===== src/rtl/alu_pkg.sv =====
// Shared constants for the small ALU building blocks.
package alu_pkg;

    localparam int DEFAULT_WIDTH = 3;

endpackage : alu_pkg


===== src/rtl/half_adder.sv =====
// Single-bit half adder: sum and carry of two input bits.
module half_adder (
    input  logic a,
    input  logic b,
    output logic s,
    output logic c
);

    assign s = a ^ b;
    assign c = a & b;

endmodule : half_adder


===== src/rtl/incrementer_3bit.sv =====
// Registered incrementer: out = in + 1 (mod 2^WIDTH) with carry-out, built
// from a ripple chain of half adders followed by one output register stage.
module incrementer_3bit
    import alu_pkg::*;
#(
    parameter int WIDTH = DEFAULT_WIDTH
) (
    input  logic             clk,
    input  logic             rst,
    input  logic             in_valid,
    input  logic [WIDTH-1:0] in,
    output logic [WIDTH-1:0] out,
    output logic             carry_out,
    output logic             out_valid
);

    logic [WIDTH:0]   ripple;
    logic [WIDTH-1:0] sum;

    logic [WIDTH-1:0] out_d,       out_q;
    logic             carry_d,     carry_q;
    logic             out_valid_d, out_valid_q;

    // The constant 1 enters as the carry into bit 0, so each stage is a
    // half adder fed by its operand bit and the carry from the stage below.
    assign ripple[0] = 1'b1;

    for (genvar k = 0; k < WIDTH; k++) begin : g_stage
        half_adder u_ha (
            .a (in[k]),
            .b (ripple[k]),
            .s (sum[k]),
            .c (ripple[k+1])
        );
    end

    // Operand is only looked at when strobed, so an undriven bus while idle
    // never reaches the registers.
    always_comb begin
        out_d       = out_q;
        carry_d     = carry_q;
        out_valid_d = 1'b0;
        if (in_valid) begin
            out_d       = sum;
            carry_d     = ripple[WIDTH];
            out_valid_d = 1'b1;
        end
    end

    always_ff @(posedge clk) begin
        if (rst) begin
            out_q       <= '0;
            carry_q     <= 1'b0;
            out_valid_q <= 1'b0;
        end else begin
            out_q       <= out_d;
            carry_q     <= carry_d;
            out_valid_q <= out_valid_d;
        end
    end

    assign out       = out_q;
    assign carry_out = carry_q;
    assign out_valid = out_valid_q;

endmodule : incrementer_3bit


===== config.mk =====
export PLATFORM = sky130hd
export DESIGN_NAME = incrementer_3bit
export DESIGN_NICKNAME = d
export VERILOG_FILES = /design/src/rtl/alu_pkg.sv /design/src/rtl/half_adder.sv /design/src/rtl/incrementer_3bit.sv
export SDC_FILE = /design/constraint.sdc
export NUM_CORES = 1
export LEC_CHECK = 0
export BUFFER_PORTS_ARGS = -buffer_cell sky130_fd_sc_hd__buf_4
export CORE_AREA = 3 3 40 42
export CTS_CLUSTER_SIZE = 24
export DETAILED_ROUTE_END_ITERATION = 12
export DIE_AREA = 0 0 43 45
export PLACE_DENSITY = 0.38
export REMOVE_ABC_BUFFERS = 1
export SLEW_MARGIN = 0
export SYNTH_ARGS = -nofsm -noshare
export SYNTH_HDL_FRONTEND = slang
export SYNTH_HIERARCHICAL = 1
export SYNTH_SLANG_ARGS = --single-unit

===== constraint.sdc =====
create_clock -name clk -period 1.1 [get_ports clk]
set_input_delay 0.22 -clock clk [delete_from_list [all_inputs] [get_ports clk]]
set_output_delay 0.22 -clock clk [all_outputs]
set_load 0.05 [all_outputs]

==> metrics.yaml, run 1 <==
setup_viol: 0
cpMostUsedCell: "ha_1"
finalWirelength_um: 407
syn_avg_cell_area_um2: 11.3
cts_buffers: 3
fillers: 149
synth_cell_type_count: 7
area_growth_pct: 50.9
syn_inst: 19
drtPass1Iterations: 1
globalplace.congestion: 0.558
critPathTopFamily: "adder cells"
crit_slowest_cell: "ha_1"
critPathRequiredTime_ns: 1.24
finClkSkew_ns: 0
postRouteAntennaNets: 0
yosysMostFrequentCell: "dfxtp_1"
clk_pin_slew_ns: 0.04
hp-start: "rst"
hp-class: "in2reg"
synth_top_area_share: 0.468
postCtsSetupBuffers: 0
grt_util_met2: 0.0719
cts_tree: "built"
clockRootBuffer: "clkbuf_4"
synthFlopType: "dfxtp_1"
max_cap_violations: 0
die-area_mm2: 0.00194
post_cts_resized: 0
max_freq_ghz: 1.00
synth-seq-cells: 5
whs_path_depth: 2
grt_start_max_net_pins: 6
cts_sinks: 5
vdd_ir_drop_max_v: 0.000376
ys_seq_area_frac: 0.468
cts.path.max_buffers: 2
route.detailed.drc: 0
crit_chain: "buf_4 -> ha_1 -> ha_1 -> ha_1 -> mux2i_1 -> nor2_1"
start_util: 0.167
grt_pass1_vias: 162
overflow: 0
critPathMaxFanout: 1
wire_per_inst_um: 8.66
nets: 42
core_area_mm2: 0.00128
via_count: 168
synth_top_area_cell: "dfxtp_1"
die_w_um: 43
grt_usage: 0.0566
critPathBufInv: 1
status: "finished, final reports clean"
r2r_end: "out[1]"
post-route-min-period_ns: 0.998
powerDensity_mw_per_mm2: 1580
cp-end-kind: "flop"
die_y_um: 45
ys_top_cells_by_area: "dfxtp_1, mux2i_1, ha_1"
antenna_found_initial: 0
place_ws_ns: -0.169
grt_pass1_wl_um: 648
whs_endpoint: "out_valid"
diodes: 0
netlist_area_um2: 214
fin_ws_ns: 0.102
ff_latch_area_um2: 100
portBuffers: 10
ios: 11
p_leak_nw: 0.167
synthTopCellsByCount: "dfxtp_1, mux2i_1, nor2_1"
busiest_layer: "met4"
hold_viol_final: 0
multi_input_area_um2: 103
r2r_setup_slack_ns: 0.50
critPathKind: "in2reg"
fin_util: 0.251
drive_gt1_frac: 0.406
critPathArrivalTime_ns: 1.14
critPathMaxStageDelay_ns: 0.27
yosysWarnings: 6
timing.final.crit_share: 0.907
h-tree-depth: 1
timing.rr.start: "out[1]"
grt_util_met1: 0.0361
met3_usage: 0.0438
async_reset_ff_frac: 0
fp-row-count: 13
clk-insertion-delay-late_ns: 0.25
dr.first_iter.drc_count: 0
cp-start-kind: "primary input"
vias_per_cell: 3.57
rsz0062_at_grt: "no"
timing.final.max_slew_violations: 0
holdBufCountCts: 0
reg2reg_depth: 2
synth-edff-count: 0
[sequential cells by signal, summed over array words and instances (netlist names)]
name / flops
out: 3
out_valid: 1
carry_out: 1
[worst register-to-register path, delay by kind of cell (launching register included)]
family           cells  cell delay [ns]
flip-flops           1             0.30
AND/OR/NAND/NOR      1             0.06
multiplexers         1             0.12
[per-stage QoR]
stage	instance area (um2)	instances	power [mW]	hold slack, ns	setup TNS (ns)
3_5_place_dp	297	43	0.299	0.422	-0.245
4_1_cts	323	47	0.521	0.159	0
3_3_place_gp	297	43	0.298	0.421	-0.238
6_report	323	47	0.510	0.163	0
2_1_floorplan	203	18	0.259	0.292	-0.00350
5_1_grt	323	47	0.536	0.181	0
[layout make-up]
| cell class | instances | share of cell area |
|---|---|---|
| clock buffers | 4 | 0.0814 |
| multi-input cells | 13 | 0.318 |
| flip-flops and latches | 5 | 0.310 |
| well taps | 15 | 0.0581 |
| repair buffers | 10 | 0.233 |
[how the worst max path moves through the flow]
stage | from | end | slack [ns] | cells past startpoint
2_1_floorplan | in[0] | out[2] | -0.004 | 5
3_3_place_gp | in[0] | out[2] | -0.16 | 6
3_5_place_dp | in[0] | out[2] | -0.17 | 6
4_1_cts | in[0] | out[2] | 0.09 | 6
5_1_grt | in[0] | out[2] | 0.03 | 6
6_report | in[0] | out[2] | 0.10 | 6
[routing by layer]
metal	wire length (um)	up-vias
met5	0	-
li1	-	86
met1	107	72
met2	214	7
met3	55	3
met4	29	0
[cells by family (layout without fill, tap and decap cells)]
group | Yosys count | after routing | synth area share
flip-flops | 5 | 5 | 0.468
adder cells (fa/ha/maj) | 3 | 3 | 0.175
buffers and inverters | 1 | 14 | 0.0526
multiplexers | 4 | 4 | 0.187
AND/OR/NAND/NOR | 5 | 5 | 0.0994
other | 1 | 1 | 0.0175
[cells in the final DEF, fill, tap and decap left out]
cell      synthesis  routed
clkbuf_4          0       3
nor2_1            4       4
dfxtp_1           5       5
clkbuf_1          0       1
buf_4             0      10
conb_1            1       1
nor2b_1           1       1
ha_1              3       3
mux2i_1           4       4
[where the power goes]
group	leakage (nW)	switching, mW	total (mW)	internal, mW
combinational	0.111	0.0588	0.0971	0.0383
sequential	0.0412	0.00458	0.197	0.193
clock	0.0150	0.0781	0.215	0.137
total	0.167	0.141	0.510	0.369
Power figures use the tool's default switching activity.
==> run 2, diff against run 1 <==
ABC_AREA = 1   (was unset)
PLACE_DENSITY = 0.41   (was 0.38)
==> metrics.yaml, run 2 <==
cp-end-kind: "flop"
finClkSkew_ns: 0  # unchanged
syn_avg_cell_area_um2: 7.55  # -33%
cellInternalPower_mw: 0.375  # +1.7%
clk-insertion-delay-late_ns: 0.24  # about the same
synth_top_area_share: 0.402  # -0.0658
clk_pin_slew_ns: 0.04  # about the same
critPathLaunch: "in[0]"
via_count: 225  # +34%
fp-row-count: 13  # unchanged
cts_sinks: 5  # unchanged
vias_per_cell: 3.69  # +3.2%
diodes: 0  # unchanged
die_w_um: 43  # unchanged
route.detailed.drc: 0  # unchanged
antenna_found_initial: 0  # unchanged
dr.first_iter.drc_count: 0  # unchanged
timing.rr.start: "out[0]"
r2r_setup_slack_ns: 0.52  # +0.02 ns
hold_slack_ns: 0.141  # -0.0221 ns
max_freq_ghz: 0.999  # -0.27%
pwr-share-seq: 0.378  # -0.009
overflow: 0  # unchanged
ys_top_cells_by_area: "dfxtp_1, ha_1, nor2_1"
post_cts_resized: 0  # unchanged
ios: 11  # unchanged
die-area_mm2: 0.00194  # unchanged
syn_inst: 33  # +14
status: "finished, final reports clean"
synth_top_area_cell: "dfxtp_1"
grt_pass1_wl_um: 759  # +17%
wire_per_inst_um: 7.08  # -18%
cts_tree: "built"
layout_common_cells: "buf_4, nor2_1, inv_1"
setup_viol: 0  # unchanged
die_y_um: 45  # unchanged
ys_seq_area_frac: 0.402  # -0.0658
largest_reg_flops: 3  # unchanged
reg2reg_depth: 2  # unchanged
cp-start-kind: "primary input"
synth_cell_type_count: 9  # +2
p_total_mw: 0.530  # +3.9%
powerDensity_mw_per_mm2: 1480  # -6.3%
start_util: 0.194  # +0.0273
synth-seq-cells: 5  # unchanged
yosysWarnings: 6  # unchanged
core_area_mm2: 0.00128  # unchanged
clkPwrFrac: 0.394  # -0.028
critPathArrivalTime_ns: 1.14  # about the same
area_growth_pct: 43.7
critPathRequiredTime_ns: 1.24  # about the same
globalplace.congestion: 0.628  # +13%
nets: 56  # +33%
final_common_cell: "buf_4"
finalWirelength_um: 432  # +6.1%
r2r_end: "out[0]"
drtPass1Iterations: 1  # unchanged
pwr-share-comb: 0.228  # +0.038
timing.final.crit_share: 0.910  # +0.00246
dp_hpwl_um: 341
netlist_area_um2: 249  # +16%
holdBufCountCts: 0  # unchanged
h-tree-depth: 1  # unchanged
critPathMaxFanout: 1  # unchanged
vdd_ir_drop_max_v: 0.000727  # +93%
fillers: 155  # +4.0%
grt_pass1_vias: 216  # +33%
fin_util: 0.278  # +0.0273
postRouteAntennaNets: 0  # unchanged
timing.final.max_slew_violations: 0  # unchanged
hp-class: "in2reg"
grt_start_max_net_pins: 10  # +4
p_leak_nw: 0.203  # +21%
cts_buffers: 3  # unchanged
drive_gt1_frac: 0.370  # -0.0367
synth-edff-count: 0  # unchanged
hold_viol_final: 0  # unchanged
async_reset_ff_frac: 0  # unchanged
crit_path_end: "out[2]"
p_sw_mw: 0.155  # +9.6%
max_cap_violations: 0  # unchanged
cts.path.max_buffers: 2  # unchanged
grt_usage: 0.0557  # -0.000879
critPathKind: "in2reg"
portBuffers: 10  # unchanged
rsz0062_at_grt: "no"
post-route-min-period_ns: 1.00  # +0.00271 ns
clockRootBuffer: "clkbuf_4"
yosysMostFrequentCell: "nor2_1"
postCtsSetupBuffers: 0  # unchanged
synthFlopType: "dfxtp_1"
switching_share: 0.292  # +0.0151
synthTopCellsByCount: "nor2_1, inv_1, dfxtp_1, nand2_1"
run 2: worst max-delay path, stage by stage:
cell	delay, ns
buf_4	0.11
ha_1	0.18
ha_1	0.17
ha_1	0.26
inv_1	0.06
nand2_2	0.04
nand2_1	0.05
nor2_1	0.03
run 2: worst min-delay path by stage:
stage	start	end	slack (ns)	depth (start not counted)
finish	rst	out_valid	0.14	2
global route	rst	out_valid	0.14	2
global placement	rst	out_valid	0.39	2
detailed placement	rst	out_valid	0.39	2
floorplan	rst	out_valid	0.29	1
CTS	rst	out_valid	0.13	2
run 2: cells by family after synthesis:
| family | Yosys count | synth area share |
|---|---|---|
| simple gates | 17 | 0.297 |
| buf+inv | 7 | 0.136 |
| flops | 5 | 0.402 |
| fa+ha+maj | 3 | 0.151 |
| other cells | 1 | 0.0151 |
run 2: per-stage QoR:
stage | setup WS, ns | cell area, um2 | setup TNS [ns] | cells
after global routing | 0.0409 | 358 | 0 | 61
final | 0.0991 | 358 | 0 | 61
after detailed placement | -0.166 | 332 | -0.228 | 57
after global placement | -0.167 | 332 | -0.223 | 57
after CTS | 0.0923 | 358 | 0 | 61
after floorplan | -0.00599 | 238 | -0.00599 | 32
run 2: final cells by class:
cell class | instances | area, um2 | share of cell area
multi-input cells | 21 | 115 | 0.322
inverters | 6 | 22.5 | 0.0629
repair buffers | 10 | 75.1 | 0.210
well taps | 15 | 18.8 | 0.0524
flip-flops and latches | 5 | 100 | 0.280
clock buffers | 4 | 26.3 | 0.0734
run 2: power by group through the flow:
stage                     logic (mW)  clock network [mW]  registers, mW
after CTS                      0.123               0.222          0.200
after global routing           0.134               0.232          0.202
after global placement         0.123                   0          0.203
final                          0.121               0.209          0.200
after detailed placement       0.122                   0          0.204
after floorplan               0.0342                   0          0.247
run 2: metal layers:
layer / track usage / share of wire / up-vias
met2: 0.0838 / 0.48 / 5
met4: 0.0361 / 0 / 0
met3: 0.0398 / 0.076 / 0
met5: 0 / 0 / -
met1: 0.0553 / 0.44 / 99
li1: - / - / 121
